[src/rtl/hazard_stall_ctrl_pkg.sv]
// Shared CPU pipeline-control definitions: stall FSM encoding, sentinel field values
// and the per-cycle pipeline-register control bundle.
package hazard_stall_ctrl_pkg;

    typedef enum logic [1:0] {
        ST_RUN      = 2'b00,
        ST_MEM_WAIT = 2'b01,
        ST_HALT     = 2'b10
    } state_t;

    localparam logic [2:0] MEM_NONE = 3'b000;
    localparam logic [4:0] REG_ZERO = 5'd0;

    typedef struct packed {
        logic pc_en;
        logic ifid_en;
        logic ifid_flush;
        logic idex_en;
        logic idex_flush;
        logic exmem_en;
        logic memwb_flush;
    } ctrl_t;

    // Whole front end held; only MEM/WB sees a bubble while the memory access is outstanding.
    function automatic ctrl_t ctrl_freeze();
        ctrl_t c;
        c             = '0;
        c.memwb_flush = 1'b1;
        return c;
    endfunction

    function automatic ctrl_t ctrl_load_use();
        ctrl_t c;
        c            = '0;
        c.idex_en    = 1'b1;
        c.idex_flush = 1'b1;
        c.exmem_en   = 1'b1;
        return c;
    endfunction

    function automatic ctrl_t ctrl_flow(input logic branch_taken);
        ctrl_t c;
        c            = '0;
        c.pc_en      = 1'b1;
        c.ifid_en    = 1'b1;
        c.ifid_flush = branch_taken;
        c.idex_en    = 1'b1;
        c.exmem_en   = 1'b1;
        return c;
    endfunction

endpackage

[src/rtl/hazard_stall_ctrl_detect.sv]
// Combinational hazard detection: load-use against the EXE stage and an outstanding
// data-memory access in MEM. Register 0 is hard-wired and never a hazard source.
module hazard_detect
    import hazard_stall_ctrl_pkg::*;
(
    input  logic [4:0] rs_id,
    input  logic [4:0] rt_id,
    input  logic       use_rs,
    input  logic       use_rt,
    input  logic [4:0] rd_exe,
    input  logic       RegWrite_exe,
    input  logic [2:0] MemRead_exe,
    input  logic [2:0] MemRead_mem,
    input  logic       MemWrite_mem,
    input  logic       dmem_ready,
    output logic       o_load_use,
    output logic       o_mem_busy
);

    logic w_exe_is_load;
    logic w_rs_match;
    logic w_rt_match;
    logic w_mem_access;

    assign w_exe_is_load = (MemRead_exe != MEM_NONE) && RegWrite_exe && (rd_exe != REG_ZERO);
    assign w_rs_match    = use_rs && (rd_exe == rs_id);
    assign w_rt_match    = use_rt && (rd_exe == rt_id);
    assign o_load_use    = w_exe_is_load && (w_rs_match || w_rt_match);

    assign w_mem_access  = (MemRead_mem != MEM_NONE) || MemWrite_mem;
    assign o_mem_busy    = w_mem_access && !dmem_ready;

endmodule

[src/rtl/hazard_stall_ctrl.sv]
// ID-stage stall/bubble controller: load-use stalls, data-memory wait freeze with a
// watchdog that halts the pipeline, taken-branch IF/ID flush and performance counters.
module hazard_stall_ctrl
    import hazard_stall_ctrl_pkg::*;
#(
    parameter int WAIT_MAX = 15,
    parameter int WAIT_W   = 4,
    parameter int CNT_W    = 32
) (
    input  logic             clk,
    input  logic             rst_n,
    input  logic [4:0]       rs_id,
    input  logic [4:0]       rt_id,
    input  logic             use_rs,
    input  logic             use_rt,
    input  logic             branch_taken,
    input  logic [4:0]       rd_exe,
    input  logic             RegWrite_exe,
    input  logic [2:0]       MemRead_exe,
    input  logic [2:0]       MemRead_mem,
    input  logic             MemWrite_mem,
    input  logic             dmem_ready,
    output logic             pc_en,
    output logic             ifid_en,
    output logic             ifid_flush,
    output logic             idex_en,
    output logic             idex_flush,
    output logic             exmem_en,
    output logic             memwb_flush,
    output logic             mem_timeout,
    output logic [CNT_W-1:0] stall_cnt,
    output logic [CNT_W-1:0] bubble_cnt
);

    localparam logic [WAIT_W-1:0] WAIT_LIMIT = WAIT_W'(WAIT_MAX);

    logic              w_load_use;
    logic              w_mem_busy;
    logic              w_active;
    ctrl_t             w_ctrl;

    state_t            r_state;
    logic [WAIT_W-1:0] r_wait_cnt;
    logic [CNT_W-1:0]  r_stall_cnt;
    logic [CNT_W-1:0]  r_bubble_cnt;
    logic              r_mem_timeout;

    hazard_detect u_detect (
        .rs_id        (rs_id),
        .rt_id        (rt_id),
        .use_rs       (use_rs),
        .use_rt       (use_rt),
        .rd_exe       (rd_exe),
        .RegWrite_exe (RegWrite_exe),
        .MemRead_exe  (MemRead_exe),
        .MemRead_mem  (MemRead_mem),
        .MemWrite_mem (MemWrite_mem),
        .dmem_ready   (dmem_ready),
        .o_load_use   (w_load_use),
        .o_mem_busy   (w_mem_busy)
    );

    assign w_active = (r_state == ST_RUN) || (r_state == ST_MEM_WAIT);

    // Priority mem_busy > load_use > branch; branch only flushes when the PC advances.
    always_comb begin
        w_ctrl = ctrl_freeze();
        if (w_active) begin
            if (w_mem_busy) begin
                w_ctrl = ctrl_freeze();
            end else if (w_load_use) begin
                w_ctrl = ctrl_load_use();
            end else begin
                w_ctrl = ctrl_flow(branch_taken);
            end
        end
    end

    always_ff @(posedge clk or negedge rst_n) begin
        if (!rst_n) begin
            r_state       <= ST_RUN;
            r_wait_cnt    <= '0;
            r_stall_cnt   <= '0;
            r_bubble_cnt  <= '0;
            r_mem_timeout <= 1'b0;
        end else begin
            if (w_active && !w_ctrl.pc_en) begin
                r_stall_cnt <= r_stall_cnt + CNT_W'(1);
            end
            if (w_ctrl.idex_flush && w_ctrl.idex_en) begin
                r_bubble_cnt <= r_bubble_cnt + CNT_W'(1);
            end

            unique case (r_state)
                ST_RUN: begin
                    if (w_mem_busy) begin
                        r_state    <= ST_MEM_WAIT;
                        r_wait_cnt <= WAIT_W'(1);
                    end
                end
                ST_MEM_WAIT: begin
                    if (!w_mem_busy) begin
                        r_state <= ST_RUN;
                    end else if (r_wait_cnt == WAIT_LIMIT) begin
                        r_state       <= ST_HALT;
                        r_mem_timeout <= 1'b1;
                    end else begin
                        r_wait_cnt <= r_wait_cnt + WAIT_W'(1);
                    end
                end
                ST_HALT: begin
                    r_state <= ST_HALT;
                end
                default: begin
                    r_state <= ST_HALT;
                end
            endcase
        end
    end

    assign pc_en       = w_ctrl.pc_en;
    assign ifid_en     = w_ctrl.ifid_en;
    assign ifid_flush  = w_ctrl.ifid_flush;
    assign idex_en     = w_ctrl.idex_en;
    assign idex_flush  = w_ctrl.idex_flush;
    assign exmem_en    = w_ctrl.exmem_en;
    assign memwb_flush = w_ctrl.memwb_flush;
    assign mem_timeout = r_mem_timeout;
    assign stall_cnt   = r_stall_cnt;
    assign bubble_cnt  = r_bubble_cnt;

endmodule

[config.mk]
export PLATFORM = sky130hd
export DESIGN_NAME = hazard_stall_ctrl
export DESIGN_NICKNAME = d
export VERILOG_FILES = /design/src/rtl/hazard_stall_ctrl_pkg.sv /design/src/rtl/hazard_stall_ctrl_detect.sv /design/src/rtl/hazard_stall_ctrl.sv
export SDC_FILE = /design/constraint.sdc
export NUM_CORES = 1
export LEC_CHECK = 0
export CAP_MARGIN = 30
export CELL_PAD_IN_SITES_DETAIL_PLACEMENT = 0
export CELL_PAD_IN_SITES_GLOBAL_PLACEMENT = 2
export CORE_AREA = 2 2 119 121
export CTS_CLUSTER_DIAMETER = 40
export DETAILED_ROUTE_END_ITERATION = 6
export DIE_AREA = 0 0 121 123
export HOLD_SLACK_MARGIN = 0.08
export PLACE_DENSITY_LB_ADDON = 0.1
export SLEW_MARGIN = 25
export SYNTH_ARGS = -nofsm -noshare
export SYNTH_HDL_FRONTEND = slang
export SYNTH_SLANG_ARGS = --single-unit
[constraint.sdc]
create_clock -name clk -period 2.15 [get_ports clk]
set_input_delay 0.3225 -clock clk [delete_from_list [all_inputs] [get_ports clk]]
set_output_delay 0.3225 -clock clk [all_outputs]
set_load 0.005 [all_outputs]
# Word-level counts from Yosys, hierarchy flattened
# Index checks and enable logic that the tools add are counted.
[totals]
reg_bits = 71
input_bits = 29
output_inout_bits = 72
elab_cells = 48
[classes]
add_sub_neg = 3
n_eq_ne = 8
muxes = 11
reduce_logical = 21
[ops]
columns = ["op", "n"]
rows = [
  ["adder 32 x 1 -> 32 bit, second input constant", 2],
  ["2-to-1 mux 7 bit", 3],
  ["2-to-1 mux 4 bit", 3],
  ["equality test 5 bit", 2],
  ["logical AND 1 bit", 8],
  ["case mux 4 bit (2 select lines)", 1],
  ["2-to-1 mux 2 bit", 3],
  ["!= test 2 bit, second input constant", 3],
  ["nonzero test 3 bit", 2],
  ["nonzero test 5 bit", 1],
  ["adder 4 x 1 -> 4 bit, second input constant", 1],
  ["equality test 4 bit, second input constant", 1],
  ["case mux 2 bit (2 select lines)", 1],
  ["AND reduction 4 bit", 1],
  ["logical OR 1 bit", 3],
  ["!= test 3 x 2 -> 1 bit, second input constant", 1],
  ["AND reduction 3 bit", 1],
  ["equality test 2 x 1 -> 1 bit, second input constant", 1],
  ["logical NOT 1 bit", 2],
  ["logical NOT 2 bit", 1],
  ["AND reduction 2 bit", 1],
  ["nonzero test 2 bit", 1],
]

# Logic depth before layout (Yosys ltp)
[logic_depth]
depth_word = 9
mapped_depth = 7
depth_no_buf = 7

# Cells and area by module
# Synthesis repeated with hierarchy kept, for this count alone.
[unflattened]
cells_unflattened = 308
area_unflattened_um2 = 3348.2
[modules_own_cells]
columns = ["mod", "instances", "cells_each", "area_each_um2", "seq_area_each_um2"]
rows = [
  ["hazard_stall_ctrl", 1, 287, 3201.8, 1776.7],
  ["hazard_detect", 1, 21, 146.4, 0.0],
]

# Least setup slack after synthesis
# Ideal clock, no wire load.
[synth_path]
path_type = "flip-flop to flip-flop"
from = "register r_stall_cnt[10] (netlist: stall_cnt[10])"
to = "register r_stall_cnt[31] (netlist: stall_cnt[31])"
setup_ns = 0.123
arrival_time_ns = 2.036
required_ns = 2.027
setup_slack_ns = -0.009
stages_incl_launch_ff = 7
path_cell_list = "dfrtp_1 nand4_2 nor3_2 nand2_1 or4_1 or4_4 xnor2_2"
[synth_via]
elab_chain_cells = 1
[synth_lines]
columns = ["element", "line", "rtl"]
rows = [
  ["start: declaration", "hazard_stall_ctrl.sv:44", "logic [CNT_W-1:0] r_stall_cnt;"],
  ["start signal: assignment", "hazard_stall_ctrl.sv:88", "r_stall_cnt <= r_stall_cnt + CNT_W'(1);"],
  ["adder 32 x 1 -> 32 bit", "hazard_stall_ctrl.sv:88", ""],
]
# Every way passes these cells.
# A chain may end at the register's enable or synchronous reset.

# Final worst setup path
[layout_path]
from = "input port MemRead_mem[1]"
to = "output port memwb_flush"
[layout_via]
elab_chain_cells = 5
[layout_lines]
columns = ["element", "line", "rtl"]
rows = [
  ["start: declaration", "hazard_stall_ctrl.sv:20", "input logic [2:0] MemRead_mem,"],
  ["nonzero test 3 bit", "hazard_stall_ctrl_detect.sv:30", "assign w_mem_access = (MemRead_mem != MEM_NONE) || MemWrite_mem;"],
  ["logical OR 1 bit", "hazard_stall_ctrl_detect.sv:30", ""],
  ["logical AND 1 bit", "hazard_stall_ctrl_detect.sv:31", "assign o_mem_busy = w_mem_access && !dmem_ready;"],
  ["2-to-1 mux 7 bit", "hazard_stall_ctrl.sv:69", "if (w_mem_busy) begin"],
  ["2-to-1 mux 7 bit", "hazard_stall_ctrl.sv:68", "if (w_active) begin"],
  ["end: declaration", "hazard_stall_ctrl.sv:29", "output logic memwb_flush,"],
]
# Every way passes these cells.

==> run metrics <==
outcome finished clean; hpwl dp 7046 um; Die Wd 121 um; Final #Nets 527; highest-delay cell along the critical path nor4_2; Syn Nets 370; Critical Path RT 1830 ps; gr ovfl total 0; flop and latch count out of synthesis 71; later-pin clock latency in the skew report 330 ps; clock network fraction of total power 0.498; root buffer cell clkbuf_16; drt total wl 9711 um; io pins 101; Max-slew headroom 0.7396; TritonCTS clock tree yes; Worst Hold Margin 396.8 ps; Worst Path Buf+Inv 6; commonest non-fill, non-tap cell in the layout clkdlybuf4s50_1; met2 WL 4331 um; ys async rst share 1.000; Pre-antenna DRT Iters 5; vias in the first global route 3,077; Final ANT Viol Nets 0; Top Family by Delay on Critical Path buffers and inverters; final-report setup violation count 0; Layout area overhead 57.79%; first-pass GRT wire length 16,080 um; Cell Pwr Density 599.7 nW/um2; logic gate share of total power 0.078; most used cell, CP buf_4; CP peak stage delay 300 ps; DIE AREA 14,880 um2; port bufs 100; Worst setup EP type primary output; ys flop type dfrtp_1; synthesized cell area 3477 um2; CTS Buf Count 9; class of the worst hold path in -> async; largest net degree at the start of global routing 63; Sw Pwr 0.0006943 W; global placement routability congestion 0.7439; Starting DRT DRC Count 117; Gate Count Post-Synth 338; Layout Skew 10.07 ps; Seq pwr share 0.424; worst vdd ir 0.2842 mV; Hold Fails Final Rpt 0; met1 WL 4875 um; crit path DAT 1740 ps; Ant. Diodes 0; CP Cell Sequence dlygate4sd2_1, nor4_2, buf_4, nor2_4, nor2_4, buf_4, inv_2, buf_4, dlygate4sd2_1; die height 123 um; net switching share of the total power 0.2110; Slew Limit Fails 0; P_leak 2.458 nW; max_cap viols 0; # clock sinks 71; Distinct cells, synth 34; Syn Area/Cell 10.29 um2; Int Pwr 0.002596 W; Starting Density 0.2554; crit-path max FO 2; Sum Neg Setup Slack 0 ps; pre-CTS worst setup slack -614.7 ps; Placeable Area 13,610 um2; number of synthesized flops with an enable pin 0; Final WS setup 83.50 ps; Placement Rows 43; DR WL met3 379 um; Tot Pwr 0.003290 W; fraction of layout cells with a size suffix above 1 0.1980; most frequent cells in the layout 83 x clkdlybuf4s50_1, 71 x dfrtp_1, 51 x buf_4; DRC 0; fin crit share 0.9612; Ys Warns 0; vias post-DR 3,020; DR vias/cell 4.441; initial antenna violation count 0; top layer in use met4; H-tree levels 3; Setup Crit Path Kind in -> out; crit start category primary input; Clock transition at path regs 50 ps; Worst Tran Pin Value 387.0 ps; minimum clock period 2066 ps; Peak Freq 483.9 MHz; register area share after synthesis 0.5110; Avg WL per Cell 14.28 um; Overall Global Routing Usage 0.1392; CTS Buffer Depth 2
-- final timing paths --
| kind | slack, ps | from | to | depth (start not counted) |
|---|---|---|---|---|
| min in group clk | 460 | bubble_cnt[31] | bubble_cnt[31] | 1 |
| min reg2reg | 460 | bubble_cnt[31] | bubble_cnt[31] | 1 |
| max reg2reg | 140 | stall_cnt[19] | stall_cnt[31] | 5 |
| min | 400 | rst_n | bubble_cnt[31] | 2 |
| max | 80 | MemRead_mem[1] | memwb_flush | 9 |
| max in group asynchronous | 1130 | rst_n | bubble_cnt[11] | 3 |
-- power groups by stage --
stage                     clock network (W)  logic [W]  registers [W]
after global placement                    0   0.000256        0.00142
after detailed placement                  0   0.000255        0.00142
after floorplan                           0  0.0000561        0.00142
after global routing                0.00176   0.000283        0.00140
after CTS                           0.00170   0.000260        0.00140
final                               0.00164   0.000256        0.00140
-- flip-flops by register name, summed over array words and instances (netlist names) --
| signal | cells |
|---|---|
| stall_cnt | 32 |
| r_wait_cnt | 4 |
| mem_timeout | 1 |
| bubble_cnt | 32 |
| r_state | 2 |
-- layer usage --
metal  track usage  vias to the layer above
met2        0.2086                       55
met1        0.1958                     1466
met3       0.02952                        9
met5             0                        -
met4       0.05523                        0
li1              -                     1490
-- worst register-to-register path: stages, from the launching register on --
cell and delay, ps:
dfrtp_1 350, and4_1 240, nand2_1 100, or4_4 530, or4_4 540, xnor2_2 140
-- Yosys cell counts, types with 5 or more instances --
| cell | n | share of area |
|---|---|---|
| xor2_1 | 46 | 0.12 |
| nand2_1 | 29 | 0.031 |
| dfrtp_1 | 71 | 0.51 |
| xnor2_1 | 25 | 0.063 |
| and3_1 | 7 | 0.013 |
| clkbuf_1 | 6 | 0.0065 |
| nand3_1 | 20 | 0.029 |
| nor2_1 | 21 | 0.023 |
| nor3_1 | 22 | 0.032 |
| nand4_1 | 14 | 0.025 |
| nor4b_1 | 5 | 0.013 |
| nor4_1 | 13 | 0.023 |
| a21oi_1 | 8 | 0.012 |
| inv_1 | 11 | 0.012 |
-- timing repair --
action                     CTS  global route
setup endpoints to repair   25            31
pin swaps                    4            10
gates resized for setup     41            14
gates cloned                 0             0
setup buffers                5             1
hold endpoints to repair     9             0
hold buffers                 1             0
-- cell type report --
| cell class | count | area (um2) |
|---|---|---|
| Clock inverter | 3 | 65.06 |
| Tap cell | 180 | 225.2 |
| Multi-Input combinational cell | 246 | 1712 |
| Clock buffer | 13 | 260.3 |
| Fill cell | 1357 | 8125 |
| Sequential cell | 71 | 1777 |
| Timing Repair Buffer | 155 | 1403 |
| Inverter | 12 | 45.04 |
-- logic make-up after synthesis --
| family | count (synthesis) | synth area share |
|---|---|---|
| and+or+nand+nor | 153 | 0.2361 |
| AOI/OAI and AO/OA | 16 | 0.02699 |
| buffers and inverters | 21 | 0.02518 |
| xor gates and xnor gates | 72 | 0.1835 |
| muxes | 2 | 0.006477 |
| DFF | 71 | 0.5110 |
| adders and majority gates | 3 | 0.01080 |
-- stage by stage --
step | instance area [um2] | instances | utilization
final | 5487 | 680 | 0.4031
after global routing | 5487 | 680 | 0.4031
after CTS | 5406 | 679 | 0.3972
after detailed placement | 5029 | 657 | 0.3694
after global placement | 5029 | 657 | 0.3694
after floorplan | 3477 | 338 | -
(Power assumes the default switching activity.)
